File: config.mk
export PLATFORM = sky130hd
export DESIGN_NAME = dr_sync_bridge
export DESIGN_NICKNAME = d
export VERILOG_FILES = /design/src/rtl/dr_sync_bridge.sv
export SDC_FILE = /design/constraint.sdc
export NUM_CORES = 1
export LEC_CHECK = 0
export ABC_AREA = 0
export CORE_MARGIN = 8
export CORE_UTILIZATION = 41
export CTS_CLUSTER_DIAMETER = 80
export CTS_CLUSTER_SIZE = 12
export DETAILED_ROUTE_END_ITERATION = 10
export GPL_TIMING_DRIVEN = 1
export PLACE_DENSITY = 0.85
export RECOVER_POWER = 50
export SLEW_MARGIN = 20
export SYNTH_ARGS = -nofsm -noshare
export SYNTH_HDL_FRONTEND = slang
export SYNTH_SLANG_ARGS = --single-unit
File: constraint.sdc
create_clock -name clk -period 1.74 [get_ports clk]
set_input_delay 0.174 -clock clk [delete_from_list [all_inputs] [get_ports clk]]
set_output_delay 0.174 -clock clk [all_outputs]
set_load 0.01 [all_outputs]
File: src/rtl/dr_sync_bridge.sv
// Clocked bridge between synchronous valid/ready byte streams and a pair of
// 4-phase return-to-zero dual-rail channels (one outbound, one inbound).
`timescale 1ns/1ps

module dr_sync_bridge #(
    parameter int WIDTH       = 8,
    parameter int SYNC_STAGES = 2
) (
    input  logic             clk,
    input  logic             reset,
    // Streams use strict valid/ready: a beat moves on a rising edge where
    // valid and ready are both high; valid never waits on ready, and data is
    // held stable while valid is high and ready is low.
    input  logic [WIDTH-1:0] s_data,
    input  logic             s_valid,
    output logic             s_ready,
    output logic [WIDTH-1:0] out_0r0,
    output logic [WIDTH-1:0] out_0r1,
    input  logic             out_0a,
    input  logic [WIDTH-1:0] in_0r0,
    input  logic [WIDTH-1:0] in_0r1,
    output logic             in_0a,
    output logic [WIDTH-1:0] m_data,
    output logic             m_valid,
    input  logic             m_ready,
    output logic             rx_err,
    output logic [1:0]       dbg_tx_state_o,
    output logic             dbg_rx_state_o
);

    typedef enum logic [1:0] {
        T_IDLE = 2'd0,
        T_DATA = 2'd1,
        T_RTZ  = 2'd2
    } tx_state_e;

    typedef enum logic {
        R_IDLE = 1'b0,
        R_ACK  = 1'b1
    } rx_state_e;

    // ------------------------------------------------------------------
    // Synchronizers for every signal that comes from the asynchronous core
    // ------------------------------------------------------------------
    logic [SYNC_STAGES-1:0] ack_sync_q;
    logic [SYNC_STAGES-1:0] comp_sync_q;
    logic [SYNC_STAGES-1:0] empty_sync_q;
    logic                   comp_raw;
    logic                   empty_raw;
    logic                   ack_s;
    logic                   comp_s;
    logic                   empty_s;

    assign comp_raw  = &(in_0r0 | in_0r1);
    assign empty_raw = ~|(in_0r0 | in_0r1);

    always_ff @(posedge clk or negedge reset) begin
        if (!reset) begin
            ack_sync_q   <= '0;
            comp_sync_q  <= '0;
            empty_sync_q <= '0;
        end else begin
            ack_sync_q   <= {ack_sync_q[SYNC_STAGES-2:0], out_0a};
            comp_sync_q  <= {comp_sync_q[SYNC_STAGES-2:0], comp_raw};
            empty_sync_q <= {empty_sync_q[SYNC_STAGES-2:0], empty_raw};
        end
    end

    assign ack_s   = ack_sync_q[SYNC_STAGES-1];
    assign comp_s  = comp_sync_q[SYNC_STAGES-1];
    assign empty_s = empty_sync_q[SYNC_STAGES-1];

    // ------------------------------------------------------------------
    // Transmit half: the rail flops themselves hold the codeword, so every
    // bit switches from a register and the rails never pass through 1/1.
    // ------------------------------------------------------------------
    tx_state_e        tx_state_q, tx_state_d;
    logic [WIDTH-1:0] tx_r0_q, tx_r0_d;
    logic [WIDTH-1:0] tx_r1_q, tx_r1_d;
    logic             s_ready_q, s_ready_d;

    always_comb begin
        tx_state_d = tx_state_q;
        tx_r0_d    = tx_r0_q;
        tx_r1_d    = tx_r1_q;
        s_ready_d  = s_ready_q;
        case (tx_state_q)
            T_IDLE: begin
                if (s_valid && s_ready_q) begin
                    tx_r1_d    = s_data;
                    tx_r0_d    = ~s_data;
                    s_ready_d  = 1'b0;
                    tx_state_d = T_DATA;
                end else begin
                    s_ready_d = 1'b1;
                end
            end
            T_DATA: begin
                s_ready_d = 1'b0;
                if (ack_s) begin
                    tx_r0_d    = '0;
                    tx_r1_d    = '0;
                    tx_state_d = T_RTZ;
                end
            end
            T_RTZ: begin
                s_ready_d = 1'b0;
                if (!ack_s) begin
                    s_ready_d  = 1'b1;
                    tx_state_d = T_IDLE;
                end
            end
            default: begin
                tx_r0_d    = '0;
                tx_r1_d    = '0;
                s_ready_d  = 1'b0;
                tx_state_d = T_IDLE;
            end
        endcase
    end

    always_ff @(posedge clk or negedge reset) begin
        if (!reset) begin
            tx_state_q <= T_IDLE;
            tx_r0_q    <= '0;
            tx_r1_q    <= '0;
            s_ready_q  <= 1'b0;
        end else begin
            tx_state_q <= tx_state_d;
            tx_r0_q    <= tx_r0_d;
            tx_r1_q    <= tx_r1_d;
            s_ready_q  <= s_ready_d;
        end
    end

    assign out_0r0        = tx_r0_q;
    assign out_0r1        = tx_r1_q;
    assign s_ready        = s_ready_q;
    assign dbg_tx_state_o = tx_state_q;

    // ------------------------------------------------------------------
    // Receive half: data rails are sampled unsynchronized, only once the
    // synchronized completion flag shows them settled; the sender cannot
    // move them again until in_0a rises.
    // ------------------------------------------------------------------
    rx_state_e        rx_state_q, rx_state_d;
    logic             in_0a_q, in_0a_d;
    logic [WIDTH-1:0] m_data_q, m_data_d;
    logic             m_valid_q, m_valid_d;
    logic             rx_err_q, rx_err_d;

    always_comb begin
        rx_state_d = rx_state_q;
        in_0a_d    = in_0a_q;
        m_data_d   = m_data_q;
        m_valid_d  = m_valid_q;
        rx_err_d   = rx_err_q;
        // Consumption is independent of the FSM; capture needs m_valid low,
        // so the two never collide.
        if (m_valid_q && m_ready) begin
            m_valid_d = 1'b0;
        end
        case (rx_state_q)
            R_IDLE: begin
                in_0a_d = 1'b0;
                if (comp_s && !m_valid_q) begin
                    m_data_d   = in_0r1;
                    m_valid_d  = 1'b1;
                    in_0a_d    = 1'b1;
                    rx_state_d = R_ACK;
                    if (|(in_0r0 & in_0r1)) begin
                        rx_err_d = 1'b1;
                    end
                end
            end
            R_ACK: begin
                in_0a_d = 1'b1;
                if (empty_s) begin
                    in_0a_d    = 1'b0;
                    rx_state_d = R_IDLE;
                end
            end
            default: begin
                in_0a_d    = 1'b0;
                rx_state_d = R_IDLE;
            end
        endcase
    end

    always_ff @(posedge clk or negedge reset) begin
        if (!reset) begin
            rx_state_q <= R_IDLE;
            in_0a_q    <= 1'b0;
            m_data_q   <= '0;
            m_valid_q  <= 1'b0;
            rx_err_q   <= 1'b0;
        end else begin
            rx_state_q <= rx_state_d;
            in_0a_q    <= in_0a_d;
            m_data_q   <= m_data_d;
            m_valid_q  <= m_valid_d;
            rx_err_q   <= rx_err_d;
        end
    end

    assign in_0a          = in_0a_q;
    assign m_data         = m_data_q;
    assign m_valid        = m_valid_q;
    assign rx_err         = rx_err_q;
    assign dbg_rx_state_o = rx_state_q;

endmodule

==> After elaboration in Yosys (flattened, before gate mapping) <==
Index checks and enable logic that the tools add are counted.
{ "op_classes": {"n_eq_ne": 5, "n_mux": 18, "n_bitwise": 5, "reduce_logical": 13} }
{ "op_table": {"columns": ["operator", "n"], "rows": [
  ["8-bit case mux with 3 select lines", 2],
  ["8-bit 2-to-1 mux", 3],
  ["8-bit OR reduction", 2],
  ["3-bit AND reduction", 3],
  ["8-bit AND", 1],
  ["8-bit inverter", 1],
  ["8-bit OR", 1],
  ["8-bit AND reduction", 1],
  ["1-bit 2-to-1 mux", 7],
  ["2-bit 2-to-1 mux", 3],
  ["2-bit inequality test, second input constant", 3],
  ["2-bit case mux with 3 select lines", 1],
  ["1-bit case mux with 2 select lines", 2],
  ["1-bit logical AND", 3],
  ["2-bit by 1-bit equality test with 1-bit output, second input constant", 1],
  ["2-bit equality test, second input constant", 1],
  ["1-bit logical NOT", 2],
  ["2-bit logical NOT", 1],
  ["1-bit inverter", 2],
  ["2-bit AND reduction", 1]
]} }
{ "totals": {"ff_bits": 36, "input_bits": 29, "output_inout_bits": 31, "wordCells": 52} }

==> Longest topological paths before layout <==
{ "logic_depth": {"depth_word": 4, "ltp_mapped": 4, "depth_no_buf": 3} }

==> Least setup slack after synthesis <==
Ideal clock, no wire load.
{ "synth_path": {"kind": "register to register", "startpoint": "register m_valid_q (netlist: m_valid)", "endpoint": "register m_data_q[0] (netlist: m_data[0])", "setup_ns": 0.125, "arrival_ns": 1.235, "required_time_ns": 1.615, "path_slack_ns": 0.380, "path_stages_with_launch": 4, "period_less_slack_ns": 1.360, "path_cell_list": "dfrtp_1 > nor3b_1 > buf_2 > mux2_2"} }
{ "synth_between": {"elab_chain_cells": 3} }
{ "synth_rtl": {"columns": ["item", "line", "text"], "rows": [
  ["start, declared", "149", "logic m_valid_q, m_valid_d;"],
  ["start signal, assigned", "201", "m_valid_q <= m_valid_d;"],
  ["1-bit logical NOT", "166", "if (comp_s && !m_valid_q) begin"],
  ["1-bit logical AND", "166", null],
  ["2-bit AND reduction (no line)", null, null],
  ["end signal, assigned", "200", "m_data_q <= m_data_d;"],
  ["end, declared", "148", "logic [WIDTH-1:0] m_data_q, m_data_d;"]
]} }
Every way passes these cells.
A chain may end at the register's enable or synchronous reset.

==> Worst setup path after layout <==
{ "layout_path": {"startpoint": "register tx_state_q[0] (netlist: dbg_tx_state_o[0])", "endpoint": "output port dbg_tx_state_o[0]"} }
{ "layout_lines": {"columns": ["item", "line", "text"], "rows": [
  ["start, declared", "77", "tx_state_e tx_state_q, tx_state_d;"],
  ["start signal, assigned", "129", "tx_state_q <= tx_state_d;"],
  ["end, declared", "27", "output logic [1:0] dbg_tx_state_o,"]
]} }
No word-level cell between the ends.

==> summary.txt <==
Run status
  • Status: complete, no violations

Global routing
  • Initial antenna violation count: 0
  • GRT Residual Overflow: 0
  • Vias in the first global route: 1082
  • Largest net degree at the start of global routing: 37
  • First-pass GRT wire length: 5410 um
  • All-Layer GR Usage: 0.133

Placement
  • Final GP Congestion: 0.987
  • Hpwl dp: 2730 um
  • PortBufs: 59
  • Worst slack, placed: 0.0885 ns

Setup path
  • CP Buf/Inv Count: 1
  • CP Launch Type: flop
  • Top delay family on crit path: buffers and inverters
  • Worst-path cell chain: clkdlybuf4s50_1
  • Critical Path RT: 1.57 ns
  • Crit-path max cell delay: 0.58 ns
  • Type of the worst setup path: flop to output port
  • Critical Path Slowest Stage Cell: clkdlybuf4s50_1
  • CP max FO: 7
  • Critical Path AT: 1.35 ns
  • CP Capture Type: output port

Logic synthesis
  • Synth top area cells: dfrtp_1 66%, mux2_2 6.6%, o2bb2ai_1 5.1%, a22o_1 3.8%, a22oi_1 2.2%
  • Sequential share of the synthesized area: 0.656
  • Mapped Cells: 98
  • Synth top area share: 0.656
  • Ys async rst share: 1.00
  • Syn nets: 127
  • YS warnings: 0
  • Yosys cell types: 28
  • Mapped Area: 1370 um2
  • Post-synth EDFFs: 0
  • Synth Area per Inst: 14.0 um2
  • Synth Flop Type: dfrtp_1
  • Synth Register Bits: 36
  • Area leader, netlist: dfrtp_1

Clocking
  • CTS tree: done
  • Post-cts sizing count: 0
  • Clock H-tree levels: 2
  • Clk sinks: 36
  • CTS Root Cell: clkbuf_4
  • TritonCTS buffer count: 5
  • Post-CTS Setup Inserts: 0
  • Hold Buf Count CTS: 0
  • Clk_lat worst skew: 0.32 ns
  • CTS max path bufs: 2
  • Reg clk slew, reported paths: 0.09 ns

Final layout
  • Most frequent cells in the layout: 52 x clkdlybuf4s50_1, 36 x dfrtp_1, 8 x o2bb2ai_1, 8 x mux2_2
  • Nets: 190
  • Leading cell type in the layout, fill and taps excluded: clkdlybuf4s50_1
  • Layout cells sized above 1: 0.130
  • Synth-to-Final Area Change: 50.0%
  • Post-layout util: 0.627
  • # diodes: 0

Die
  • Die Wd: 73.9 um
  • Core area: 3280 um2
  • Die area: 5460 um2
  • IO Count: 60
  • Starting Density: 0.418
  • Row cnt: 21
  • Die Y: 73.9 um

Timing
  • Hold WS: 0.358 ns
  • Fin. max-slew vios: 0
  • Setup ws final: 0.215 ns
  • Tcrit/Tclk final: 0.877
  • RSZ-0062 raised after global routing: no
  • Fin Setup TNS: 0 ns
  • Fin crit period: 1.53 ns
  • # setup viols final: 0
  • Worst Tran Pin Value: 0.831 ns
  • Highest Clock Rate: 656 MHz
  • Relative slew slack: 0.446
  • Clock Skew: 0.0116 ns
  • Final Hold Fails: 0

Pwr
  • Maximum VDD drop: 0.792 mV
  • Leak: 0.000901 uW
  • Power Total: 3240 uW
  • Power density of the placed cells: 1570 nW/um2

Hold path
  • Hold crit path type: flop to flop

Routing
  • Vias/cell: 5.00
  • DRT Pass-1 Iters: 4
  • DR WL/cell: 16.5 um
  • Post-DRT Antenna Nets: 0
  • Detailed Route Iter0 Violations: 38
  • Drt drc: 0
  • Vias: 1041
  • Total Routed Length: 3420 um

Flow run
  • Max cap viols: 0
cells in the mapped netlist (2+ instances only):
| cell type | number |
|---|---|
| o2bb2ai_1 | 8 |
| a22o_1 | 6 |
| a21o_1 | 3 |
| mux2_2 | 8 |
| clkbuf_1 | 2 |
| a22o_2 | 2 |
| inv_1 | 2 |
| a22oi_1 | 4 |
| nor4_1 | 2 |
| dfrtp_1 | 36 |
| nand4_1 | 2 |
| nor2_1 | 7 |
area by class of cell:
type	instances	area (um2)
sequential	36	901
multi-input combinational	55	429
fill	249	1220
clock buffer	6	51.3
timing repair buffer	61	603
inverter	2	7.51
tap	46	57.6
clock inverter	2	10.0
final timing paths:
path	depth (start not counted)	end	start	slack, ns
min in group asynchronous	2	s_ready	reset	0.48
hold / removal	0	comp_sync_q[1]	comp_sync_q[0]	0.36
hold reg to reg	0	comp_sync_q[1]	comp_sync_q[0]	0.36
max in group asynchronous	2	dbg_tx_state_o[0]	reset	0.74
setup reg to reg	3	out_0r1[3]	dbg_tx_state_o[1]	0.23
setup / recovery	1	dbg_tx_state_o[0]	dbg_tx_state_o[0]	0.21
layer usage:
layer | track usage | share of wire | up-vias
li1 | - | - | 491
met1 | 0.143 | 0.37 | 518
met2 | 0.229 | 0.55 | 25
met3 | 0.0423 | 0.055 | 7
met4 | 0.0599 | 0.020 | 0
met5 | 0 | 0 | -
through the flow:
step                area [um2]  cells
detailed placement        2000    200
global placement          2000    200
CTS                       2060    208
global route              2060    208
finish                    2060    208
floorplan                 1370     98
cells by family after synthesis:
group,after synthesis,synth area share
AO/OA/AOI/OAI,26,0.159
AND/OR/NAND/NOR,20,0.0821
flip-flops,36,0.656
XOR/XNOR,1,0.00638
multiplexers,8,0.0656
buffers and inverters,7,0.0310
power by group:
group / total (uW) / internal (uW) / switching [uW]
Sequential: 1370 / 1160 / 209
Combinational: 1430 / 860 / 574
Clock: 439 / 192 / 246
flip-flops by register name (all words and copies together), names as in the netlist:
signal,count
comp_sync_q,2
in_0a,1
s_ready,1
empty_sync_q,2
m_valid,1
out_0r1,8
rx_err,1
ack_sync_q,2
m_data,8
out_0r0,8
dbg_tx_state_o,2
Note: power is estimated with default switching activity, not from simulation.
